**config.mk**
```make
export PLATFORM = sky130hd
export DESIGN_NAME = run_sequencer_flat
export DESIGN_NICKNAME = d
export VERILOG_FILES = /design/src/rtl/run_sequencer_if.sv /design/src/rtl/run_sequencer.sv /design/src/flat_wrapper.sv
export SDC_FILE = /design/constraint.sdc
export NUM_CORES = 1
export LEC_CHECK = 0
export ABC_AREA = 1
export BUFFER_PORTS_ARGS = -buffer_cell sky130_fd_sc_hd__buf_2
export CORE_UTILIZATION = 50
export CTS_CLUSTER_DIAMETER = 30
export DETAILED_ROUTE_END_ITERATION = 7
export GPL_ROUTABILITY_DRIVEN = 0
export HOLD_SLACK_MARGIN = 0.12
export PLACE_DENSITY = 0.86
export SYNTH_ARGS = -nofsm -noshare
export SYNTH_HDL_FRONTEND = slang
export SYNTH_SLANG_ARGS = --single-unit
```
**constraint.sdc**
```tcl
create_clock -name clk -period 4.2 [get_ports clk]
set_input_delay 0.84 -clock clk [delete_from_list [all_inputs] [get_ports clk]]
set_output_delay 0.84 -clock clk [all_outputs]
set_load 0.02 [all_outputs]
```
**src/rtl/run_sequencer_if.sv**
```systemverilog
// Sequencer <-> top-level/datapath bundle: run handshake, fetch and branch info.
interface run_sequencer_if #(
    parameter int PC_W = 10
);
    logic            req;
    logic [2:0]      instr_op;
    logic            br_taken;
    logic [PC_W-1:0] br_target;
    logic [PC_W-1:0] pc;
    logic            init;
    logic            exec_en;
    logic            done;

    modport master (
        output req, instr_op, br_taken, br_target,
        input  pc, init, exec_en, done
    );

    modport slave (
        input  req, instr_op, br_taken, br_target,
        output pc, init, exec_en, done
    );
endinterface

```
**src/rtl/run_sequencer.sv**
```systemverilog
// Run-level sequencer: owns the PC, stretches LW, redirects on BRANCH.
// Optional cycle counter port under RUN_SEQ_CYCLE_COUNT_EN.
module run_sequencer #(
    parameter int PC_W     = 10,
    parameter int PROG_LEN = 1023,
    parameter int LW_WAIT  = 1
) (
    input  logic        clk,
    input  logic        reset,
    run_sequencer_if.slave bus
`ifdef RUN_SEQ_CYCLE_COUNT_EN
    ,
    output logic [31:0] cycle_cnt
`endif
);

    localparam logic [2:0]      OP_LW   = 3'b101;
    localparam logic [2:0]      OP_BR   = 3'b111;
    localparam logic [2:0]      WAIT_LD = 3'(LW_WAIT);
    localparam logic [PC_W-1:0] LAST_PC = PC_W'(PROG_LEN);

    typedef enum logic [1:0] {
        IDLE,
        RUN,
        LOAD_WAIT,
        DONE
    } state_t;

    state_t          state;
    logic [PC_W-1:0] pc_q;
    logic [2:0]      wait_cnt;

    logic            lw_stall;
    logic            take_br;
    logic            retire;
    logic [PC_W-1:0] pc_ret;
    state_t          st_ret;

    // Unknown opcodes fail both compares and fall through as plain ALU ops.
    always_comb begin
        lw_stall = 1'b0;
        take_br  = 1'b0;
        if (bus.instr_op == OP_LW && WAIT_LD != 3'd0)
            lw_stall = 1'b1;
        if (bus.instr_op == OP_BR && bus.br_taken)
            take_br = 1'b1;
    end

    always_comb begin
        retire = 1'b0;
        unique case (state)
            RUN:       retire = !lw_stall;
            LOAD_WAIT: retire = (wait_cnt == 3'd1);
            default:   retire = 1'b0;
        endcase
    end

    always_comb begin
        pc_ret = pc_q + PC_W'(1);
        st_ret = RUN;
        if (take_br) begin
            pc_ret = bus.br_target;
        end else if (pc_q == LAST_PC) begin
            pc_ret = pc_q;
            st_ret = DONE;
        end
    end

    always_ff @(posedge clk) begin
        if (reset) begin
            state    <= IDLE;
            pc_q     <= '0;
            wait_cnt <= '0;
        end else begin
            unique case (state)
                IDLE: begin
                    pc_q <= '0;
                    if (bus.req)
                        state <= RUN;
                end
                RUN: begin
                    if (lw_stall) begin
                        wait_cnt <= WAIT_LD;
                        state    <= LOAD_WAIT;
                    end else begin
                        pc_q  <= pc_ret;
                        state <= st_ret;
                    end
                end
                LOAD_WAIT: begin
                    wait_cnt <= wait_cnt - 3'd1;
                    if (wait_cnt == 3'd1) begin
                        pc_q  <= pc_ret;
                        state <= st_ret;
                    end
                end
                DONE: begin
                    if (!bus.req) begin
                        pc_q  <= '0;
                        state <= IDLE;
                    end
                end
                default: state <= IDLE;
            endcase
        end
    end

    // exec_en follows the opcode so a LW is held off in its first cycle.
    assign bus.pc      = pc_q;
    assign bus.exec_en = retire;
    assign bus.init    = (state == IDLE) || (state == DONE);
    assign bus.done    = (state == DONE);

`ifdef RUN_SEQ_CYCLE_COUNT_EN
    always_ff @(posedge clk) begin
        if (reset)
            cycle_cnt <= '0;
        else if (state == IDLE && bus.req)
            cycle_cnt <= '0;
        else if (state == RUN || state == LOAD_WAIT)
            cycle_cnt <= cycle_cnt + 32'd1;
    end
`endif

endmodule

```
**src/flat_wrapper.sv**
```systemverilog
// flat-port wrapper written by rule: the top's interface ports become plain ports
module run_sequencer_flat 
#(
    parameter int PC_W     = 10,
    parameter int PROG_LEN = 1023,
    parameter int LW_WAIT  = 1
)
  (clk, reset, bus_req, bus_instr_op, bus_br_taken, bus_br_target, bus_pc, bus_init, bus_exec_en, bus_done);
  run_sequencer_if #(.PC_W(PC_W)) bus_i ();
  input  logic clk;
  input  logic reset;
  input wire logic [$bits(bus_i.req)-1:0] bus_req;
  input wire logic [$bits(bus_i.instr_op)-1:0] bus_instr_op;
  input wire logic [$bits(bus_i.br_taken)-1:0] bus_br_taken;
  input wire logic [$bits(bus_i.br_target)-1:0] bus_br_target;
  output wire logic [$bits(bus_i.pc)-1:0] bus_pc;
  output wire logic [$bits(bus_i.init)-1:0] bus_init;
  output wire logic [$bits(bus_i.exec_en)-1:0] bus_exec_en;
  output wire logic [$bits(bus_i.done)-1:0] bus_done;
  assign bus_i.req = bus_req;
  assign bus_i.instr_op = bus_instr_op;
  assign bus_i.br_taken = bus_br_taken;
  assign bus_i.br_target = bus_br_target;
  assign bus_pc = bus_i.pc;
  assign bus_init = bus_i.init;
  assign bus_exec_en = bus_i.exec_en;
  assign bus_done = bus_i.done;
  run_sequencer #(.PC_W(PC_W), .PROG_LEN(PROG_LEN), .LW_WAIT(LW_WAIT)) u_core (.clk(clk), .reset(reset), .bus(bus_i));
endmodule
```
# == Word-level counts from Yosys, hierarchy flattened ==
# Cells that the tools add are included.
# totals
in_bits,17
out_inout_bits,13
register_bits,15
word_cells,43
# op_classes
n_addsub,2
reduce_logical,8
eq_ne,12
mux,18
# ops
op,n
10-bit 2-to-1 mux,5
10-bit case mux with 4 select lines,1
2-bit 2-to-1 mux,6
10-bit by 1-bit adder with 10-bit output (second input constant),1
10-bit equality test (second input constant),1
2-bit case mux with 4 select lines,1
3-bit equality test (second input constant),2
2-bit != test (second input constant),3
3-bit case mux with 2 select lines,1
3-bit AND reduction,2
2-bit equality test (second input constant),2
2-bit by 1-bit != test with 1-bit output (second input constant),2
3-bit by 1-bit equality test with 1-bit output (second input constant),1
3-bit 2-to-1 mux,1
3-bit by 1-bit subtractor with 3-bit output (second input constant),1
2-bit by 1-bit equality test with 1-bit output (second input constant),1
2-bit zero test,1
1-bit 2-to-1 mux,2
1-bit case mux with 2 select lines,1
2-bit AND reduction,1
2-bit nonzero test,1
1-bit logical AND,1
1-bit zero test,1
1-bit logical OR,1

# == Depth between registers and ports, before layout ==
# logic_depth
depth_word,6
depth_mapped,10
ltp_nobuf,10

# == Worst setup path after synthesis ==
# Ideal clock, no wire load.
# synth_path
kind,in2out
from,in bus_instr_op[1]
to,out bus_exec_en
setup_slack_ns,1.977
t_required_ns,3.360
n_path_buf,0
path_stages,4
t_arrival_ns,1.383
cell_sequence,inv_2 > nand3_1 > nand2_1 > a21oi_1
# synth_via
elab_chain_len,4
# synth_lines
element,line,text
"start, declared",flat_wrapper.sv:13,input wire logic [$bits(bus_i.instr_op)-1:0] bus_instr_op;
3-bit equality test,run_sequencer.sv:43,if (bus.instr_op == OP_LW && WAIT_LD != 3'd0)
1-bit 2-to-1 mux,run_sequencer.sv:43,
1-bit zero test,run_sequencer.sv:52,RUN: retire = !lw_stall;
1-bit case mux with 2 select lines,run_sequencer.sv:51,unique case (state)
"end, declared",flat_wrapper.sv:18,output wire logic [$bits(bus_i.exec_en)-1:0] bus_exec_en;
# No other way between the ends.

# == Worst setup path in the final report ==
# layout_path
from,reg u_core.state[0]
to,out bus_exec_en
# layout_via
elab_chain_len,2
word_cells_on_any_way,3
cone_classes,eq/ne (2); mux (1)
# layout_lines
element,line,text
"start, declared",run_sequencer.sv:29,state_t state;
"start signal, assigned",run_sequencer.sv:87,state <= st_ret;
"start signal, assigned",run_sequencer.sv:94,state <= st_ret;
2-bit equality test or 2-bit by 1-bit equality test with 1-bit output (tied branches),run_sequencer.sv:51,
1-bit case mux with 2 select lines *,run_sequencer.sv:51,
# Mark *: on every way between the ends. The rest lies on a longest branch, timed or not.

==> impl_metrics.py <==
metrics = {
    "cells_and_area": {
        "final_layout_size_suffix_gt1_frac": 0.250,
        "diodes": 0,
        "final_cell_mix": "61 x nand2_1, 29 x buf_2, 22 x inv_1",
        "utilization": 0.624,
        "nNetsFinal": 246,
        "final_area_um2": 1390,
        "final_common_cell": "nand2_1",
        "syn2layout_area_growth_pct": 16.4,
    },
    "setup_path": {
        "startpoint_type": "flop",
        "slowest_delay_ns": 0.41,
        "required_ns": 3.36,
        "crit_path_frequent_cell": "inv_1",
        "slowest_stage": "ha_1",
        "reg2reg_from": "u_core.state[0]$_SDFFE_PP0P_",
        "cp.arrival_ns": 1.57,
        "reg2reg_to": "u_core.bus.pc[7]$_SDFFE_PP0P_",
        "reg2reg_slack_ns": 2.50,
        "worst-path-max-fanout": 5,
        "path_class": "flop to output port",
        "crit_path_end_kind": "output port",
        "reg2reg_depth": 9,
        "worstPathCellList": "inv_1, ha_1, inv_1, a21oi_1, buf_2",
    },
    "placement": {
        "place_ws_ns": 1.87,
        "dp_hpwl_um": 1930,
        "placed_cell_area_um2": 1370,
        "numPortBuffers": 29,
    },
    "sta": {
        "fmax_mhz": 415,
        "slew_violations": 0,
        "finClkSkew_ns": 0.00170,
        "setup_viol": 0,
        "fin_crit_ns": 2.41,
        "fin_setup_tns_ns": 0,
        "hold_viol_final": 0,
        "timing.final.crit_share": 0.574,
        "hold_slack_ns": 0.465,
        "setup_ws_ns": 1.79,
        "worst-slew-pin-transition_ns": 0.322,
        "rsz0062_at_grt": "false",
        "max_slew_margin": 0.785,
    },
    "clock_network": {
        "ctsHtreeMaxLevel": 1,
        "holdBufCountCts": 0,
        "cts_tree": "yes",
        "cts_sinks": 15,
        "cts_buffer_depth": 2,
        "numCtsBuffers": 3,
        "post-cts-setup-buffers": 0,
        "clkLatencyLatePin_ns": 0.29,
        "path_clk_slew_ns": 0.09,
        "cts_resized": 0,
        "clock-root-buffer": "clkbuf_4",
    },
    "synthesis": {
        "yosysUniqueCellTypes": 26,
        "yosysSeqAreaShare": 0.251,
        "mappedNetlistArea_um2": 1200,
        "synth_nets": 214,
        "netlist_instances": 189,
        "avgSynthCellArea_um2": 6.33,
        "ys_ff_latch": 15,
        "yosys_warnings": 0,
    },
    "route": {
        "viasPerCell": 4.92,
        "routed-via-count": 1221,
        "drt_first_iter_violations": 24,
        "drc": 0,
        "dr.pass1.iters": 5,
        "drtAntennaViolNets": 0,
        "wl_per_cell_um": 10.1,
        "totalWireLength_um": 2510,
    },
    "hold_path": {
        "hold_class": "flop to flop",
        "hold_path_end": "u_core.wait_cnt[1]$_SDFFE_PP0P_",
        "hold_depth": 2,
        "min_from": "u_core.wait_cnt[1]$_SDFFE_PP0P_",
    },
    "global_routing": {
        "grt_usage": 0.222,
        "antenna_found_initial": 0,
        "grt_overflow": 0,
        "grt_pass1_wl_um": 4390,
        "grt_start_max_net_pins": 16,
        "grt_pass1_vias": 1078,
    },
    "die": {
        "core_um2": 2230,
        "die_area_um2": 2590,
        "dieHeight_um": 50.9,
        "num_rows": 17,
        "die_w_um": 50.9,
        "start_util": 0.536,
        "pin_count": 30,
    },
    "job": {
        "max_cap_violations": 0,
    },
    "power_and_ir_drop": {
        "leakage_nw": 0.669,
        "irDropWorstVdd_uv": 176,
        "p_per_area_nw_per_um2": 214,
    },
    "outcome": {
        "outcome": "completed",
    },
}
worst max-delay path, delay by kind of cell, from the launching register on:
family | cells | cell delay (ns)
DFF | 1 | 0.40
adders and majority gates | 1 | 0.41
buffers and inverters | 3 | 0.37
AOI/OAI and AO/OA | 1 | 0.11
sequential cells by signal (all words and copies together) (netlist names):
register         cells
u_core.wait_cnt      3
u_core.bus.pc       10
u_core.state         2
cell families (layout without fill, tap and decap cells):
| family | count (synthesis) | after routing | share of synthesized area |
|---|---|---|---|
| AOI/OAI and AO/OA | 25 | 25 | 0.117 |
| xor gates and xnor gates | 1 | 1 | 0.00732 |
| adders and majority gates | 8 | 8 | 0.0837 |
| buffers and inverters | 29 | 60 | 0.0962 |
| DFF | 15 | 15 | 0.251 |
| and+or+nand+nor | 111 | 111 | 0.445 |
report_power, final:
group / internal [mW] / switching (mW)
combinational: 0.0234 / 0.0388
sequential: 0.147 / 0.00456
clock: 0.0354 / 0.0495
routing by layer:
layer  up-vias  GRT usage  wire, um
li1        656          -         -
met1       527      0.287      1200
met2        36      0.364      1140
met3         2     0.0655       155
met4         0     0.0417        12
met5         -          0         0
per-stage QoR:
step	cells	total power, mW
2_1_floorplan	189	0.197
5_1_grt	248	0.316
3_5_place_dp	244	0.217
3_3_place_gp	244	0.215
4_1_cts	248	0.300
6_report	248	0.299
cell type report:
cell class	count	area, um2
fillers	229	841
multi-input cells	145	781
flip-flops and latches	15	300
repair buffers	29	145
inverters	27	104
well taps	28	35.0
clock buffers	3	22.5
clock inverters	1	5.00
cell usage after synthesis, drive strengths merged:
cell type / instances / area [um2]
nor3: 2 / 10.0
nand2: 66 / 265
xnor2: 1 / 8.76
ha: 8 / 100
nand3b: 1 / 7.51
dfxtp: 15 / 300
clkbuf: 1 / 3.75
or2: 3 / 18.8
o21ai: 7 / 35.0
a21oi: 17 / 96.4
nand3: 16 / 105
nand4: 1 / 6.26
a31o: 1 / 8.76
nor2: 22 / 119
buf: 1 / 7.51
inv: 27 / 104
worst max path at each step:
stage	slack, ns	from	depth (start not counted)	endpoint
2_1_floorplan	1.98	bus_instr_op[1]	4	bus_exec_en
3_3_place_gp	1.87	bus_instr_op[0]	5	bus_exec_en
3_5_place_dp	1.87	bus_instr_op[0]	5	bus_exec_en
4_1_cts	1.77	u_core.state[0]$_SDFFE_PP0P_	5	bus_exec_en
5_1_grt	1.67	u_core.state[0]$_SDFFE_PP0P_	5	bus_exec_en
6_report	1.79	u_core.state[0]$_SDFFE_PP0P_	5	bus_exec_en
Power figures use the tool's default switching activity.
